==> src/rtl/serial_add_ctrl_if.sv <==
// -----------------------------------------------------------------------------
// serial_add_ctrl_if
//   Request/result bundle between a requesting datapath and serial_add_ctrl.
//
//   Signals
//     start   requester -> adder   request pulse, accepted only while busy=0
//     op_a    requester -> adder   operand A, sampled on the accepting edge
//     op_b    requester -> adder   operand B, sampled on the accepting edge
//     c_in    requester -> adder   carry-in, sampled on the accepting edge
//     sub     requester -> adder   subtract select (only with SERIAL_ADD_SUB_EN)
//     busy    adder -> requester   high while a serial add is in progress
//     done    adder -> requester   one-cycle pulse, result valid
//     sum     adder -> requester   result register
//     c_out   adder -> requester   final carry (no-borrow flag when subtracting)
//
//   Modports: master = requester side, slave = adder side.
//   Optional feature macro: SERIAL_ADD_SUB_EN.
// -----------------------------------------------------------------------------
interface serial_add_ctrl_if #(
    parameter int WIDTH = 8
);
    logic             start;
    logic [WIDTH-1:0] op_a;
    logic [WIDTH-1:0] op_b;
    logic             c_in;
`ifdef SERIAL_ADD_SUB_EN
    logic             sub;
`endif
    logic             busy;
    logic             done;
    logic [WIDTH-1:0] sum;
    logic             c_out;

    modport master (
        output start, op_a, op_b, c_in,
`ifdef SERIAL_ADD_SUB_EN
        output sub,
`endif
        input  busy, done, sum, c_out
    );

    modport slave (
        input  start, op_a, op_b, c_in,
`ifdef SERIAL_ADD_SUB_EN
        input  sub,
`endif
        output busy, done, sum, c_out
    );
endinterface

==> src/rtl/serial_add_ctrl.sv <==
// -----------------------------------------------------------------------------
// serial_add_ctrl
//   Bit-serial adder controller. A one-bit full-adder slice is stepped over
//   WIDTH cycles, LSB first, with a carry flip-flop chaining each bit's
//   carry-out into the next bit. {c_out,sum} = op_a + op_b + c_in.
//   Start accepted at edge N -> done high in the cycle after edge N+WIDTH;
//   one result per WIDTH+1 cycles. sum/c_out change only on the edge that
//   enters DONE and hold until the next completion.
//
//   Ports
//     clk    system clock, rising edge
//     rst_n  asynchronous active-low reset (clears control and data)
//     bus    serial_add_ctrl_if.slave: start/op_a/op_b/c_in[/sub] in,
//            busy/done/sum/c_out out
//
//   Parameters
//     WIDTH  operand/result width, 2..32
//     CNT_W  bit-counter width, 2**CNT_W > WIDTH
//
//   Optional feature macro: SERIAL_ADD_SUB_EN
//     When defined, bus.sub=1 on the accepting edge computes op_a - op_b
//     (two's complement: B inverted, carry forced to 1); c_out=1 means no
//     borrow. When undefined the block is a pure adder.
// -----------------------------------------------------------------------------
module serial_add_ctrl #(
    parameter int WIDTH = 8,
    parameter int CNT_W = 6
) (
    input  logic               clk,
    input  logic               rst_n,
    serial_add_ctrl_if.slave   bus
);

    typedef enum logic [1:0] {
        IDLE = 2'd0,
        RUN  = 2'd1,
        DONE = 2'd2
    } state_t;

    state_t           state;
    state_t           state_nxt;

    logic [WIDTH-1:0] sa;
    logic [WIDTH-1:0] sb;
    logic [WIDTH-1:0] acc;
    logic [WIDTH-1:0] acc_nxt;
    logic [WIDTH-1:0] sum_r;
    logic [CNT_W-1:0] cnt;
    logic             carry;
    logic             carry_nxt;
    logic             bit_s;
    logic             cout_r;
    logic             load;
    logic             last;

    // A request is taken whenever no add is running (IDLE or DONE).
    assign load = (state != RUN) && bus.start;
    assign last = (state == RUN) && (cnt == CNT_W'(WIDTH - 1));

    // One-bit full-adder slice on the current LSBs.
    assign bit_s     = sa[0] ^ sb[0] ^ carry;
    assign carry_nxt = (sa[0] & sb[0]) | (sa[0] & carry) | (sb[0] & carry);

    // New bit enters at the MSB; after WIDTH shifts bit 0 of the result
    // has arrived at acc[0].
    assign acc_nxt = (acc >> 1) | {bit_s, {(WIDTH-1){1'b0}}};

    // State register
    always_ff @(posedge clk or negedge rst_n) begin
        if (!rst_n) begin
            state <= IDLE;
        end else begin
            state <= state_nxt;
        end
    end

    // Next-state logic
    always_comb begin
        state_nxt = state;
        case (state)
            IDLE:    if (bus.start) state_nxt = RUN;
            RUN:     if (last)      state_nxt = DONE;
            DONE:    state_nxt = bus.start ? RUN : IDLE;
            default: state_nxt = IDLE;
        endcase
    end

    // Output logic
    always_comb begin
        bus.busy = 1'b0;
        bus.done = 1'b0;
        case (state)
            RUN:     bus.busy = 1'b1;
            DONE:    bus.done = 1'b1;
            default: ;
        endcase
    end

    // Serial datapath: operand shifters, carry flop, bit counter, result.
    always_ff @(posedge clk or negedge rst_n) begin
        if (!rst_n) begin
            sa     <= '0;
            sb     <= '0;
            acc    <= '0;
            carry  <= 1'b0;
            cnt    <= '0;
            sum_r  <= '0;
            cout_r <= 1'b0;
        end else if (load) begin
            sa  <= bus.op_a;
`ifdef SERIAL_ADD_SUB_EN
            sb    <= bus.sub ? ~bus.op_b : bus.op_b;
            carry <= bus.sub ? 1'b1 : bus.c_in;
`else
            sb    <= bus.op_b;
            carry <= bus.c_in;
`endif
            cnt <= '0;
            acc <= '0;
        end else if (state == RUN) begin
            sa    <= sa >> 1;
            sb    <= sb >> 1;
            carry <= carry_nxt;
            acc   <= acc_nxt;
            cnt   <= cnt + CNT_W'(1);
            if (last) begin
                sum_r  <= acc_nxt;
                cout_r <= carry_nxt;
            end
        end
    end

    assign bus.sum   = sum_r;
    assign bus.c_out = cout_r;

endmodule

==> src/flat_wrapper.sv <==
// flat-port wrapper written by rule: the top's interface ports become plain ports
module serial_add_ctrl_flat 
#(
    parameter int WIDTH = 8,
    parameter int CNT_W = 6
)
  (clk, rst_n, bus_start, bus_op_a, bus_op_b, bus_c_in, bus_busy, bus_done, bus_sum, bus_c_out);
  serial_add_ctrl_if #(.WIDTH(WIDTH)) bus_i ();
  input  logic clk;
  input  logic rst_n;
  input wire logic [$bits(bus_i.start)-1:0] bus_start;
  input wire logic [$bits(bus_i.op_a)-1:0] bus_op_a;
  input wire logic [$bits(bus_i.op_b)-1:0] bus_op_b;
  input wire logic [$bits(bus_i.c_in)-1:0] bus_c_in;
  output wire logic [$bits(bus_i.busy)-1:0] bus_busy;
  output wire logic [$bits(bus_i.done)-1:0] bus_done;
  output wire logic [$bits(bus_i.sum)-1:0] bus_sum;
  output wire logic [$bits(bus_i.c_out)-1:0] bus_c_out;
  assign bus_i.start = bus_start;
  assign bus_i.op_a = bus_op_a;
  assign bus_i.op_b = bus_op_b;
  assign bus_i.c_in = bus_c_in;
  assign bus_busy = bus_i.busy;
  assign bus_done = bus_i.done;
  assign bus_sum = bus_i.sum;
  assign bus_c_out = bus_i.c_out;
  serial_add_ctrl #(.WIDTH(WIDTH), .CNT_W(CNT_W)) u_core (.clk(clk), .rst_n(rst_n), .bus(bus_i));
endmodule
==> config.mk <==
export PLATFORM = sky130hd
export DESIGN_NAME = serial_add_ctrl_flat
export DESIGN_NICKNAME = d
export VERILOG_FILES = /design/src/rtl/serial_add_ctrl_if.sv /design/src/rtl/serial_add_ctrl.sv /design/src/flat_wrapper.sv
export SDC_FILE = /design/constraint.sdc
export NUM_CORES = 1
export LEC_CHECK = 0
export ABC_CLOCK_PERIOD_IN_PS = 1800
export CAP_MARGIN = 20
export CORE_AREA = 2 2 63 65
export CTS_CLUSTER_DIAMETER = 60
export DETAILED_ROUTE_END_ITERATION = 6
export DIE_AREA = 0 0 65 67
export MAX_ROUTING_LAYER = met4
export PLACE_DENSITY_LB_ADDON = 0.12
export SYNTH_ARGS = -nofsm -noshare
export SYNTH_HDL_FRONTEND = slang
export SYNTH_SLANG_ARGS = --single-unit
==> constraint.sdc <==
create_clock -name clk -period 1.8 [get_ports clk]
set_input_delay 0.36 -clock clk [delete_from_list [all_inputs] [get_ports clk]]
set_output_delay 0.36 -clock clk [all_outputs]
set_load 0.02 [all_outputs]
# After elaboration in Yosys (flattened, before gate mapping)

Index checks and enable logic that the tools add are counted.
Widths: inputs -> output; s select.

Output and inout bits: 11
Bits of input ports: 20
Word-level logic and storage cells: 46
Register bits: 42

Add/sub/neg operators: 1
Bitwise gates (word level): 9
Multiplexer cells: 16
Eq/ne operators: 6
Reductions and logical operators: 6

Operators with widths:

| kind                | number |
|---|---|
| $mux 8              | 6 |
| $mux 6              | 2 |
| $or 7x8->8          | 1 |
| $add 6x1->6 const B | 1 |
| $eq 6x3->1 const B  | 1 |
| $pmux 2 s3          | 1 |
| $mux 1              | 5 |
| $mux 2              | 2 |
| $ne 2x1->1 const B  | 2 |
| $and 1x1->1         | 3 |
| $reduce_and 3->1    | 1 |
| $eq 2x1->1 const B  | 1 |
| $eq 2x2->1 const B  | 1 |
| $logic_and 1x1->1   | 2 |
| $logic_not 2->1     | 1 |
| $ne 2x2->1 const B  | 1 |
| $or 1x1->1          | 2 |
| $reduce_and 2->1    | 1 |
| $reduce_bool 2->1   | 1 |
| $xor 1x1->1         | 2 |
| $not 1->1           | 1 |

# Logic depth before layout (Yosys ltp)

Word-level depth: 5
Gate-level depth with buffers: 6
Mapped depth without buffers: 4

# Worst setup path after synthesis

Ideal clock, no wire load.

Path type: register to output
From: register u_core.state[1]
To: output port bus_busy
Arrival time: 990 ps
Path buffers: 2
Setup slack: 450 ps
Cell stages (with the launch flop): 5
Cell sequence: dfrtp_1 nand2b_2 inv_2 buf_6 buf_2

Cells in the longest elaborated chain, start to end: 2

Ends and longest elaborated chain:

| item                     | line                  | text |
|---|---|---|
| start: declaration       | serial_add_ctrl.sv:40 | `state_t state;` |
| start signal: assignment | serial_add_ctrl.sv:73 | `state <= state_nxt;` |
| $eq 2x1->1               | serial_add_ctrl.sv:92 | `case (state)` |
| $mux 1                   | serial_add_ctrl.sv:92 |  |
| end: declaration         | flat_wrapper.sv:15    | `output wire logic [$bits(bus_i.busy)-1:0] bus_busy;` |

Every way passes these cells.

# Final worst setup path

Same ends and word-level chain as after synthesis.

==> summary.md <==
| Metric | Value |
|---|---|
| Busiest grt layer | `met2` |
| Mapped Nets | `185` |
| Final wirelength | `3192 um` |
| CP Launch Type | `register` |
| Unrepaired setup endpoints after global routing | `no` |
| Worst slew pin tran | `0.4593 ns` |
| Worst slack, placed | `0.1682 ns` |
| Pwr dens | `1523 mW/mm2` |
| Worst Path Arrival | `1.29 ns` |
| Root Driver | `clkbuf_8` |
| Hold crit path type | `in -> async` |
| Worst EP required | `1.44 ns` |
| M1 GR Usage | `21.69%` |
| H-Tree Depth | `2` |
| Core area | `around 0.0036 mm2` |
| Cell variety after synth | `24` |
| Fraction of the cycle the final worst path needs | `91.87%` |
| Multi-input gate area | `715.7 um2` |
| Most common cell after layout, fill and taps aside | `dfrtp_1` |
| Largest net degree at the start of global routing | `38` |
| Crit path max fanout | `6` |
| Die height | `around 67 um` |
| Placed Area | `roughly 0.0022 mm2` |
| Adder-Cell Fraction of Synth Area | `1.794%` |
| Pre-Repair DR Iteration Count | `4` |
| Period minus WS final | `1.654 ns` |
| Clock buffer count from CTS | `5` |
| Final hold vios | `0` |
| Fillers | `320` |
| Endpoint class of the critical path | `output pin` |
| Total grt overflow | `0` |
| Residual DRC count | `0` |
| Share of layout cells above drive strength 1 | `14.29%` |
| Clock latency on the worst-skew pair | `between 0.2 and 0.3 ns` |
| Cells taking the most area after synthesis | `dfrtp_1 57%, mux2i_1 9.9%, nand2_1 7.5%, o21ai_0 6.9%, mux2_2 6.2%` |
| Antenna cell count | `0` |
| Met3 Use GR | `5.574%` |
| Slew Limit Fails | `0` |
| Post-detail-place hpwl | `2345 um` |
| # Max-Cap Violations | `0` |
| Sequential area share after synthesis | `56.59%` |
| Final ANT Viol Nets | `0` |
| Nets | `218` |
| Die area | `0.004355 mm2` |
| I/O pin count | `31` |
| GRT Total Usage | `between 10% and 20%` |
| Met2 Usage GRT | `between 20% and 30%` |
| CTS tree | `built` |
| Resized Gates After CTS | `1` |
| Area of the mapped netlist | `0.001813 mm2` |
| Die X | `between 60 and 70 um` |
| Via count | `1277` |
| Sequential Area | `roughly 0.001 mm2` |
| Port buffer count | `30` |
| Max VDD drop | `0.6436 mV` |
| Post-route cell area | `0.002245 mm2` |
| Final worst slack | `0.1464 ns` |
| Initial Util | `approximately half` |
| Synth Warn # | `0` |
| Mean post-synth cell area | `about 11 um2` |
| Slew HR | `69.38%` |
| Compound-cell area share of the yosys netlist | `roughly a tenth` |
| Class of the most critical setup path | `reg -> out` |
| Status | `completed` |
| Fmax achieved | `0.6047 GHz` |
| First-pass GRT wire length | `around 5700 um` |
| Simple-gate portion of the synthesized area | `11.66%` |
| Placer congestion estimate | `0.7705` |
| Post-synthesis mux area share | `16.15%` |
| Endpoints failing setup | `0` |
| Layout area overhead | `23.81%` |
| WL per Instance | `13.08 um` |
| Most frequent cells in the layout | `41 x dfrtp_1, 36 x nand2_1, 27 x clkdlybuf4s50_1, 25 x o21ai_0, 18 x mux2i_1` |
| Gate Count Post-Synth | `163` |
| Post-CTS Setup Bufs | `0` |
| Hold_buf cts | `0` |
| Post-Synth XOR/XNOR Area | `0%` |
| Initial antenna violation count | `0` |
| Leak pwr | `1.033 nW` |
| Number of DRC markers in iteration 0 | `approximately 80` |
| Setup Skew | `0.005200 ns` |
| Cell taking the most area after synthesis | `dfrtp_1` |
| Setup TNS | `0 ns` |
| Largest family of logic cells by synthesized area | `multiplexers` |
| Number of global-route vias before repair | `1233` |
| # clock sinks | `41` |
| Share of the synthesized area in the top cell type | `a little under three fifths` |
| Clk slew on worst S/H paths | `0.07 ns` |
| Flop and latch count out of synthesis | `41` |
| Vias per Instance | `about 5.2` |
| Max clock buf depth | `2` |
| Row Count | `22` |
[through the flow]
stage / power (mW) / hold slack (ns) / std cells / utilization, %
floorplan: 2.414 / 0.06441 / 163 / -
global placement: 2.804 / 0.3427 / 237 / 59.82
detailed placement: 2.872 / 0.3432 / 237 / 59.82
CTS: 3.452 / 0.03550 / 244 / 62.18
global route: 3.704 / 0.04917 / 244 / 62.25
finish: 3.418 / 0.01593 / 244 / 62.25
[path summary, 6_finish.rpt]
path / slack (ns) / cells after the start / startpoint / to
max in group asynchronous: 1.24 / 2 / rst_n / u_core.bus.sum[5]$_DFFE_PN0P_
hold / removal: 0.02 / 1 / rst_n / u_core.cnt[4]$_DFFE_PN0P_
setup reg to reg: 0.21 / 5 / u_core.state[1]$_DFFE_PN0P_ / u_core.bus.sum[6]$_DFFE_PN0P_
hold reg to reg: 0.49 / 2 / u_core.sb[5]$_DFFE_PN0P_ / u_core.sb[4]$_DFFE_PN0P_
min in group clk: 0.49 / 2 / u_core.sb[5]$_DFFE_PN0P_ / u_core.sb[4]$_DFFE_PN0P_
setup / recovery: 0.15 / 3 / u_core.state[1]$_DFFE_PN0P_ / bus_busy
[synthesized netlist by cell type]
cell and n:
ha_1 1, fa_1 1, dfrtp_1 41, o21ai_0 25, mux2_2 10, a41oi_1 2, nand2b_2 1, or4_1 1
buf_4 1, nor2_1 2, o211ai_1 2, nand2_1 36, nand3_1 3, inv_2 1, inv_1 3, mux2i_1 18
nor3_2 1, a31oi_1 2, clkbuf_1 2, a31o_2 1, buf_6 1, buf_2 6, nand4_4 1, nor2b_1 1
[sequential cells by signal, summed over array words and instances (netlist names)]
signal,count
u_core.carry,1
u_core.bus.sum,8
u_core.sa,8
u_core.bus.c_out,1
u_core.state,2
u_core.sb,8
u_core.cnt,6
u_core.acc,7
[worst max-delay path: stages, from the launching register on]
cell and delay, ns:
dfrtp_1 0.37, nand2b_2 0.22, inv_2 0.09, dlygate4sd2_1 0.33
[layout make-up]
class / count / share of cell area [%]
multi-input cells: 108 / 31.88
flip-flops and latches: 41 / 45.71
inverters: 4 / 0.6689
clock buffers: 7 / 3.846
well taps: 48 / 2.676
repair buffers: 36 / 15.22
[layer usage]
layer / vias up / part of all wire [%]
met3: 5 / 4.4
met5: - / 0
met2: 26 / 50
met1: 616 / 44
met4: 0 / 1.5
li1: 630 / -
[power breakdown]
part | switching (mW) | total (mW) | internal [mW] | leakage (nW)
clock network | 0.283 | 0.587 | 0.304 | 0.0443
logic | 0.671 | 1.26 | 0.590 | 0.469
registers | 0.272 | 1.57 | 1.30 | 0.519
total | 1.23 | 3.42 | 2.19 | 1.03
[logic make-up after synthesis]
family,after synthesis
compound gates,32
fa+ha+maj,2
buf+inv,14
flops,41
mux,28
simple gates,46
Power figures use the tool's default switching activity.
